`src/rtl/adpll_loop_filter.sv`:
```
// PI loop filter and lock detector for the ADPLL. It integrates PFD up/down pulses over
// fixed reference-clock windows and produces a saturated DCO frequency-select code.
module adpll_loop_filter #(
  parameter int CTRL_WIDTH = 5,
  parameter int WIN_LOG2   = 4,
  parameter int FRAC_BITS  = 4,
  parameter int KP_SHIFT   = 1,
  parameter int KI_SHIFT   = 3,
  parameter int INIT_CODE  = 16,
  parameter int LOCK_TOL   = 1,
  parameter int LOCK_COUNT = 8
) (
  input  logic                         clk_i,
  input  logic                         reset_n_i,
  input  logic                         enable_i,
  input  logic                         up_i,
  input  logic                         down_i,
  output logic [CTRL_WIDTH-1:0]        freq_sel_o,
  output logic                         dco_enable_o,
  output logic                         code_valid_o,
  output logic                         locked_o,
  output logic signed [WIN_LOG2+1:0]   win_err_o
);

  localparam int IW  = CTRL_WIDTH + FRAC_BITS;
  localparam int EW  = WIN_LOG2 + 2;
  localparam int SW  = IW + EW + FRAC_BITS + 1;
  localparam int LCW = $clog2(LOCK_COUNT + 1);

  localparam logic [IW-1:0]         INIT_INTEG = IW'(INIT_CODE << FRAC_BITS);
  localparam logic signed [SW-1:0]  INTEG_MAX  = SW'((2**CTRL_WIDTH << FRAC_BITS) - 1);
  localparam logic signed [SW-1:0]  CODE_MAX   = SW'(2**CTRL_WIDTH - 1);
  localparam logic signed [EW-1:0]  TOL_P      = EW'(LOCK_TOL);
  localparam logic signed [EW-1:0]  TOL_N      = EW'(-LOCK_TOL);
  localparam logic [LCW-1:0]        LOCK_FULL  = LCW'(LOCK_COUNT);

  typedef enum logic [1:0] {IDLE, ACQUIRE, TRACK} state_e;

  state_e                   state_q, state_d;
  logic [WIN_LOG2-1:0]      win_cnt_q, win_cnt_d;
  logic signed [EW-1:0]     acc_q, acc_d;
  logic [LCW-1:0]           lock_cnt_q, lock_cnt_d;
  logic [IW-1:0]            integ_q, integ_d;
  logic [CTRL_WIDTH-1:0]    freq_sel_q, freq_sel_d;
  logic                     dco_enable_q, dco_enable_d;
  logic                     code_valid_q, code_valid_d;
  logic                     locked_q, locked_d;
  logic signed [EW-1:0]     win_err_q, win_err_d;

  logic signed [EW-1:0]     step;
  logic signed [EW-1:0]     err;
  logic                     win_end;
  logic                     in_lock;
  logic signed [SW-1:0]     err_w;
  logic signed [SW-1:0]     integ_sum;
  logic signed [SW-1:0]     integ_new;
  logic signed [SW-1:0]     code_sum;
  logic signed [SW-1:0]     code_new;

  // NOTE: every variable assigned here gets a default first, so no path can infer a latch.
  always_comb begin
    if (up_i && !down_i)      step = EW'(1);
    else if (down_i && !up_i) step = '1;
    else                      step = '0;

    err     = acc_q + step;
    win_end = (win_cnt_q == '1);
    in_lock = (err >= TOL_N) && (err <= TOL_P);

    // Sums are formed at SW bits so nothing wraps before the clamp.
    err_w     = SW'(err);
    integ_sum = $signed(SW'(integ_q)) + ((err_w <<< FRAC_BITS) >>> KI_SHIFT);
    if (integ_sum[SW-1])             integ_new = '0;
    else if (integ_sum > INTEG_MAX)  integ_new = INTEG_MAX;
    else                             integ_new = integ_sum;

    code_sum = (integ_new >>> FRAC_BITS) + (err_w >>> KP_SHIFT);
    if (code_sum[SW-1])             code_new = '0;
    else if (code_sum > CODE_MAX)   code_new = CODE_MAX;
    else                            code_new = code_sum;

    state_d      = state_q;
    win_cnt_d    = win_cnt_q;
    acc_d        = acc_q;
    lock_cnt_d   = lock_cnt_q;
    integ_d      = integ_q;
    freq_sel_d   = freq_sel_q;
    code_valid_d = 1'b0;
    win_err_d    = win_err_q;

    if (!enable_i) begin
      // Disable clears like reset but keeps the last window error visible.
      state_d    = IDLE;
      win_cnt_d  = '0;
      acc_d      = '0;
      lock_cnt_d = '0;
      integ_d    = INIT_INTEG;
      freq_sel_d = CTRL_WIDTH'(INIT_CODE);
    end else begin
      case (state_q)
        IDLE: state_d = ACQUIRE;
        ACQUIRE, TRACK: begin
          win_cnt_d = win_cnt_q + 1'b1;
          acc_d     = err;
          if (win_end) begin
            acc_d        = '0;
            integ_d      = integ_new[IW-1:0];
            freq_sel_d   = code_new[CTRL_WIDTH-1:0];
            code_valid_d = 1'b1;
            win_err_d    = err;
            if (!in_lock) begin
              lock_cnt_d = '0;
              state_d    = ACQUIRE;
            end else begin
              lock_cnt_d = (lock_cnt_q == LOCK_FULL) ? lock_cnt_q : lock_cnt_q + 1'b1;
              if (lock_cnt_d == LOCK_FULL) state_d = TRACK;
            end
          end
        end
        default: state_d = IDLE;
      endcase
    end

    dco_enable_d = (state_d != IDLE);
    locked_d     = (state_d == TRACK);
  end

  // NOTE: state flops use non-blocking assignments so all registers update from the same pre-edge values.
  always_ff @(posedge clk_i) begin
    if (!reset_n_i) begin
      state_q      <= IDLE;
      win_cnt_q    <= '0;
      acc_q        <= '0;
      lock_cnt_q   <= '0;
      integ_q      <= INIT_INTEG;
      freq_sel_q   <= CTRL_WIDTH'(INIT_CODE);
      dco_enable_q <= 1'b0;
      code_valid_q <= 1'b0;
      locked_q     <= 1'b0;
      win_err_q    <= '0;
    end else begin
      state_q      <= state_d;
      win_cnt_q    <= win_cnt_d;
      acc_q        <= acc_d;
      lock_cnt_q   <= lock_cnt_d;
      integ_q      <= integ_d;
      freq_sel_q   <= freq_sel_d;
      dco_enable_q <= dco_enable_d;
      code_valid_q <= code_valid_d;
      locked_q     <= locked_d;
      win_err_q    <= win_err_d;
    end
  end

  assign freq_sel_o   = freq_sel_q;
  assign dco_enable_o = dco_enable_q;
  assign code_valid_o = code_valid_q;
  assign locked_o     = locked_q;
  assign win_err_o    = win_err_q;

endmodule
```
`config.mk`:
```
export PLATFORM = sky130hd
export DESIGN_NAME = adpll_loop_filter
export DESIGN_NICKNAME = d
export VERILOG_FILES = /design/src/rtl/adpll_loop_filter.sv
export SDC_FILE = /design/constraint.sdc
export NUM_CORES = 1
export LEC_CHECK = 0
export CORE_MARGIN = 5
export CORE_UTILIZATION = 64
export DETAILED_ROUTE_END_ITERATION = 8
export HOLD_SLACK_MARGIN = 0.1
export PLACE_DENSITY_LB_ADDON = 0.15
export SYNTH_ARGS = -nofsm -noshare
export SYNTH_HDL_FRONTEND = slang
export SYNTH_SLANG_ARGS = --single-unit
export TNS_END_PERCENT = 100
```
`constraint.sdc`:
```
create_clock -name clk_i -period 16.94 [get_ports clk_i]
set_input_delay 2.541 -clock clk_i [delete_from_list [all_inputs] [get_ports clk_i]]
set_output_delay 2.541 -clock clk_i [all_outputs]
set_load 0.02 [all_outputs]
```
==> flow_summary.toml <==
[status]
run_status = "complete, no violations"

[detailed_routing]
drc_errors_left = 0
drtPass1Iterations = 4
wl_per_cell_um = 15.35
via_per_inst = 6.219
detail_route.iter0.violations = 167
drt-total-wl_mm = 5.972
dr_total_vias = 2419
antenna_left = 0

[worst_setup_path]
cp_slowest_cell = "sky130_fd_sc_hd__nor3_4"
timing.critical_path.mode_cell = "sky130_fd_sc_hd__ha_1"
reg2reg_slack_ns = 11.17
cp_top_family = "adder cells"
crit_path_end_kind = "register"
worst-setup-path-type = "primary input to register"
worstSetupPathDepth = 25
critPathMaxStageDelay_ns = 0.83
timing.critical_path.required_ns = 17.07
setup.worst_path.start_class = "primary input"
crit_path_max_fanout = 24
worst_r2r_endpoint = "freq_sel_o[2]"
number_of_buffers_and_inverters_on_the_critical_path = 2
arrival_ns = 8.67
worst_r2r_path_depth = 22
crit-reg2reg-launch = "acc_q[4]"

[clock_network]
cts_inserted_buffers = 5
path_clk_slew_ns = 0.08
number_of_hold_buffers_added_after_cts = 0
cts_setup_buffers = 0
cts_root_buf = "sky130_fd_sc_hd__clkbuf_8"
cts_resized = 0
cts_tree = "yes"
tritoncts_num_sinks = 38
worstSkewPairLatency_ns = 0.29
max-clock-path-buffers = 2
cts_htree_levels = 2

[global_routing]
maximum_number_of_pins_on_one_net_before_global_route_repair = 25
grt_pass1_vias = 2403
grtUsageTotal_pct = 24.00
grt_first_pass_wirelength_mm = 10.63
globalRouteOverflowTotal = 0
antenna_found_initial = 0

[timing]
tightestPinTransition_ns = 1.013
rsz0062_at_grt = "no"
final-hold-violation-count = 0
max_freq_ghz = 0.1172
finalWorstPathRequiredPeriod_ns = 8.533
final_max_slew_viols = 0
clock_skew_ns = 0.01230
finalCritPeriodShare_pct = 50.37
finalSetupTns_ns = 0
setup_viol = 0
timing.slew.headroom_pct = 32.25

[cells_and_area]
nets = 374
layout-area-overhead-vs-synth_pct = 10.35
diodes = 0
drive_above_1_share_pct = 7.080

[placement]
dp_hpwl_mm = 4.384
finalWeightedCongestion = 0.9068
placement.io_buffers = 18

[logic_synthesis]
synth.mux.area_fraction_pct = 2.427
synth_largest_type_area_fraction_pct = 27.84
ys_types = 65
synth_seq_cells = 38
asyncSetResetFlopFracSynth_pct = 0
yosys.area_share.simple_pct = 20.33
syn-instance-count = 326
xor_xnor_share_of_the_synthesized_area_pct = 6.731
synth_adder_area_share_pct = 14.74
postSynthNetCount = 362
synth_top_family_by_area = "compound AO/OA/AOI/OAI gates"
primary_flip_flop_cell_chosen_by_synthesis_mapping = "sky130_fd_sc_hd__dfxtp_1"
ys.warnings.count = 0
complex_gate_fraction_of_the_synthesized_area_pct = 22.89
synth.avg_cell_area_um2 = 8.382
synth_top_cell_by_area = "sky130_fd_sc_hd__dfxtp_1"
netlist_area_um2 = 2733
synth_enable_flop_cells = 0
seq_area_frac_synth_pct = 27.84
synthTopCellsByArea = "sky130_fd_sc_hd__dfxtp_1 (28%), sky130_fd_sc_hd__ha_1 (13%), sky130_fd_sc_hd__a21oi_1 (5.3%)"

[die]
die_height_um = 75.35
design.die.area_um2 = 5677
core_region_area_um2 = 4058
die-width_um = 75.35
fp-row-count = 23
floorplan.initialDensity_pct = 67.35
io_pins = 19

[job]
drv.max_cap_violation_count = 0

[min_path]
hold_start = "win_err_o[1]"
hold_path.class = "register to register"
hold-path-endpoint = "win_err_o[1]"
hold_path_depth = 2

[power_and_ir_drop]
static-leakage-power_uw = 0.001242
power_density_nw_per_um2 = 66.44
ir_drop_worst_vdd_uv = 60.42
total_power_draw_uw = 200.3
## metal layers
layer / track usage [%] / up-vias / wire length (um)
met1: 30.52 / 1159 / 2691
met2: 40.46 / 55 / 2941
met3: 4.354 / 11 / 242
met5: 0 / - / 0
met4: 9.126 / 0 / 97
li1: - / 1194 / -
## sequential cells by signal, summed over array words and instances (netlist names)
register,flops
integ_q,8
code_valid_o,1
lock_cnt_q,4
acc_q,6
state_q,2
win_err_o,6
freq_sel_o,5
win_cnt_q,4
locked_o,1
dco_enable_o,1
## cell usage after synthesis, types with 2 or more instances
| cell type | n |
|---|---|
| sky130_fd_sc_hd__a221oi_1 | 2 |
| sky130_fd_sc_hd__nor3_1 | 6 |
| sky130_fd_sc_hd__fa_1 | 2 |
| sky130_fd_sc_hd__or4_1 | 2 |
| sky130_fd_sc_hd__nor3b_1 | 3 |
| sky130_fd_sc_hd__xor2_1 | 13 |
| sky130_fd_sc_hd__a21boi_0 | 4 |
| sky130_fd_sc_hd__o21a_1 | 4 |
| sky130_fd_sc_hd__inv_1 | 17 |
| sky130_fd_sc_hd__and2_1 | 3 |
| sky130_fd_sc_hd__nand4_1 | 4 |
| sky130_fd_sc_hd__a21o_1 | 7 |
| sky130_fd_sc_hd__o21ai_0 | 17 |
| sky130_fd_sc_hd__and3_1 | 2 |
| sky130_fd_sc_hd__xnor2_1 | 8 |
| sky130_fd_sc_hd__a211oi_1 | 6 |
| sky130_fd_sc_hd__ha_1 | 29 |
| sky130_fd_sc_hd__a21bo_2 | 2 |
| sky130_fd_sc_hd__buf_1 | 2 |
| sky130_fd_sc_hd__o31ai_2 | 2 |
| sky130_fd_sc_hd__nand3_1 | 17 |
| sky130_fd_sc_hd__mux2i_1 | 3 |
| sky130_fd_sc_hd__o311ai_0 | 2 |
| sky130_fd_sc_hd__mux2_2 | 2 |
| sky130_fd_sc_hd__nor2_1 | 22 |
| sky130_fd_sc_hd__buf_2 | 2 |
| sky130_fd_sc_hd__nand2b_1 | 4 |
| sky130_fd_sc_hd__nand2_1 | 24 |
| sky130_fd_sc_hd__a31oi_1 | 3 |
| sky130_fd_sc_hd__a21oi_1 | 29 |
| sky130_fd_sc_hd__clkbuf_1 | 7 |
| sky130_fd_sc_hd__buf_6 | 2 |
| sky130_fd_sc_hd__dfxtp_1 | 38 |
| sky130_fd_sc_hd__nor2b_1 | 5 |
## tightest hold or removal path, stage by stage, from the launching register on
cell and delay (ns):
sky130_fd_sc_hd__dfxtp_1 0.31, sky130_fd_sc_hd__nand2_1 0.04, sky130_fd_sc_hd__a21boi_0 0.06
## cells by family after synthesis
group / count (synthesis)
adder cells (fa/ha/maj): 31
buffers and inverters: 31
multiplexers: 6
AO/OA/AOI/OAI: 93
AND/OR/NAND/NOR: 106
flip-flops: 38
XOR/XNOR: 21
## how the worst max path moves through the flow
stage / end / start / slack [ns]
finish: freq_sel_o[2] / up_i / 8.41
global route: freq_sel_o[3] / up_i / 7.80
CTS: freq_sel_o[2] / up_i / 8.40
detailed placement: freq_sel_o[2] / up_i / 8.11
global placement: freq_sel_o[1] / up_i / 8.32
floorplan: freq_sel_o[0] / up_i / 9.35
## cells in the final DEF (no fill, tap or decap), drive strengths merged, types with 8 or more instances in the layout
master	netlist	routed
clkdlybuf4s50	0	18
inv	17	17
dfxtp	38	38
nand2	25	25
xor2	13	13
nor2	23	23
a21oi	30	30
o21ai	18	18
xnor2	8	8
nand3	17	17
ha	29	29
## power by group
group | switching, uW | leakage [uW] | internal (uW)
Clock | 32.0 | 0.0000524 | 44.1
Sequential | 0.505 | 0.000307 | 89.9
Combinational | 20.4 | 0.000883 | 13.6
Total | 52.8 | 0.00124 | 148
## per-stage QoR
| stage | setup slack (ns) | utilization [%] | instances | instance area (um2) | hold slack [ns] |
|---|---|---|---|---|---|
| floorplan | 9.353 | - | 326 | 2733 | 0.4362 |
| global placement | 8.323 | 71.69 | 381 | 2909 | 0.4509 |
| detailed placement | 8.109 | 71.69 | 381 | 2909 | 0.4565 |
| CTS | 8.403 | 74.31 | 389 | 3015 | 0.4676 |
| global route | 7.801 | 74.31 | 389 | 3015 | 0.5117 |
| finish | 8.407 | 74.31 | 389 | 3015 | 0.4620 |
## final cells by class
type                    count  area [um2]
clock buffers               7       76.32
clock inverters             1       30.03
fillers                   328        1042
inverters                  17       63.81
multi-input cells         257        1834
flip-flops and latches     38       760.7
well taps                  50       62.56
repair buffers             19       187.7
(Power assumes the default switching activity.)
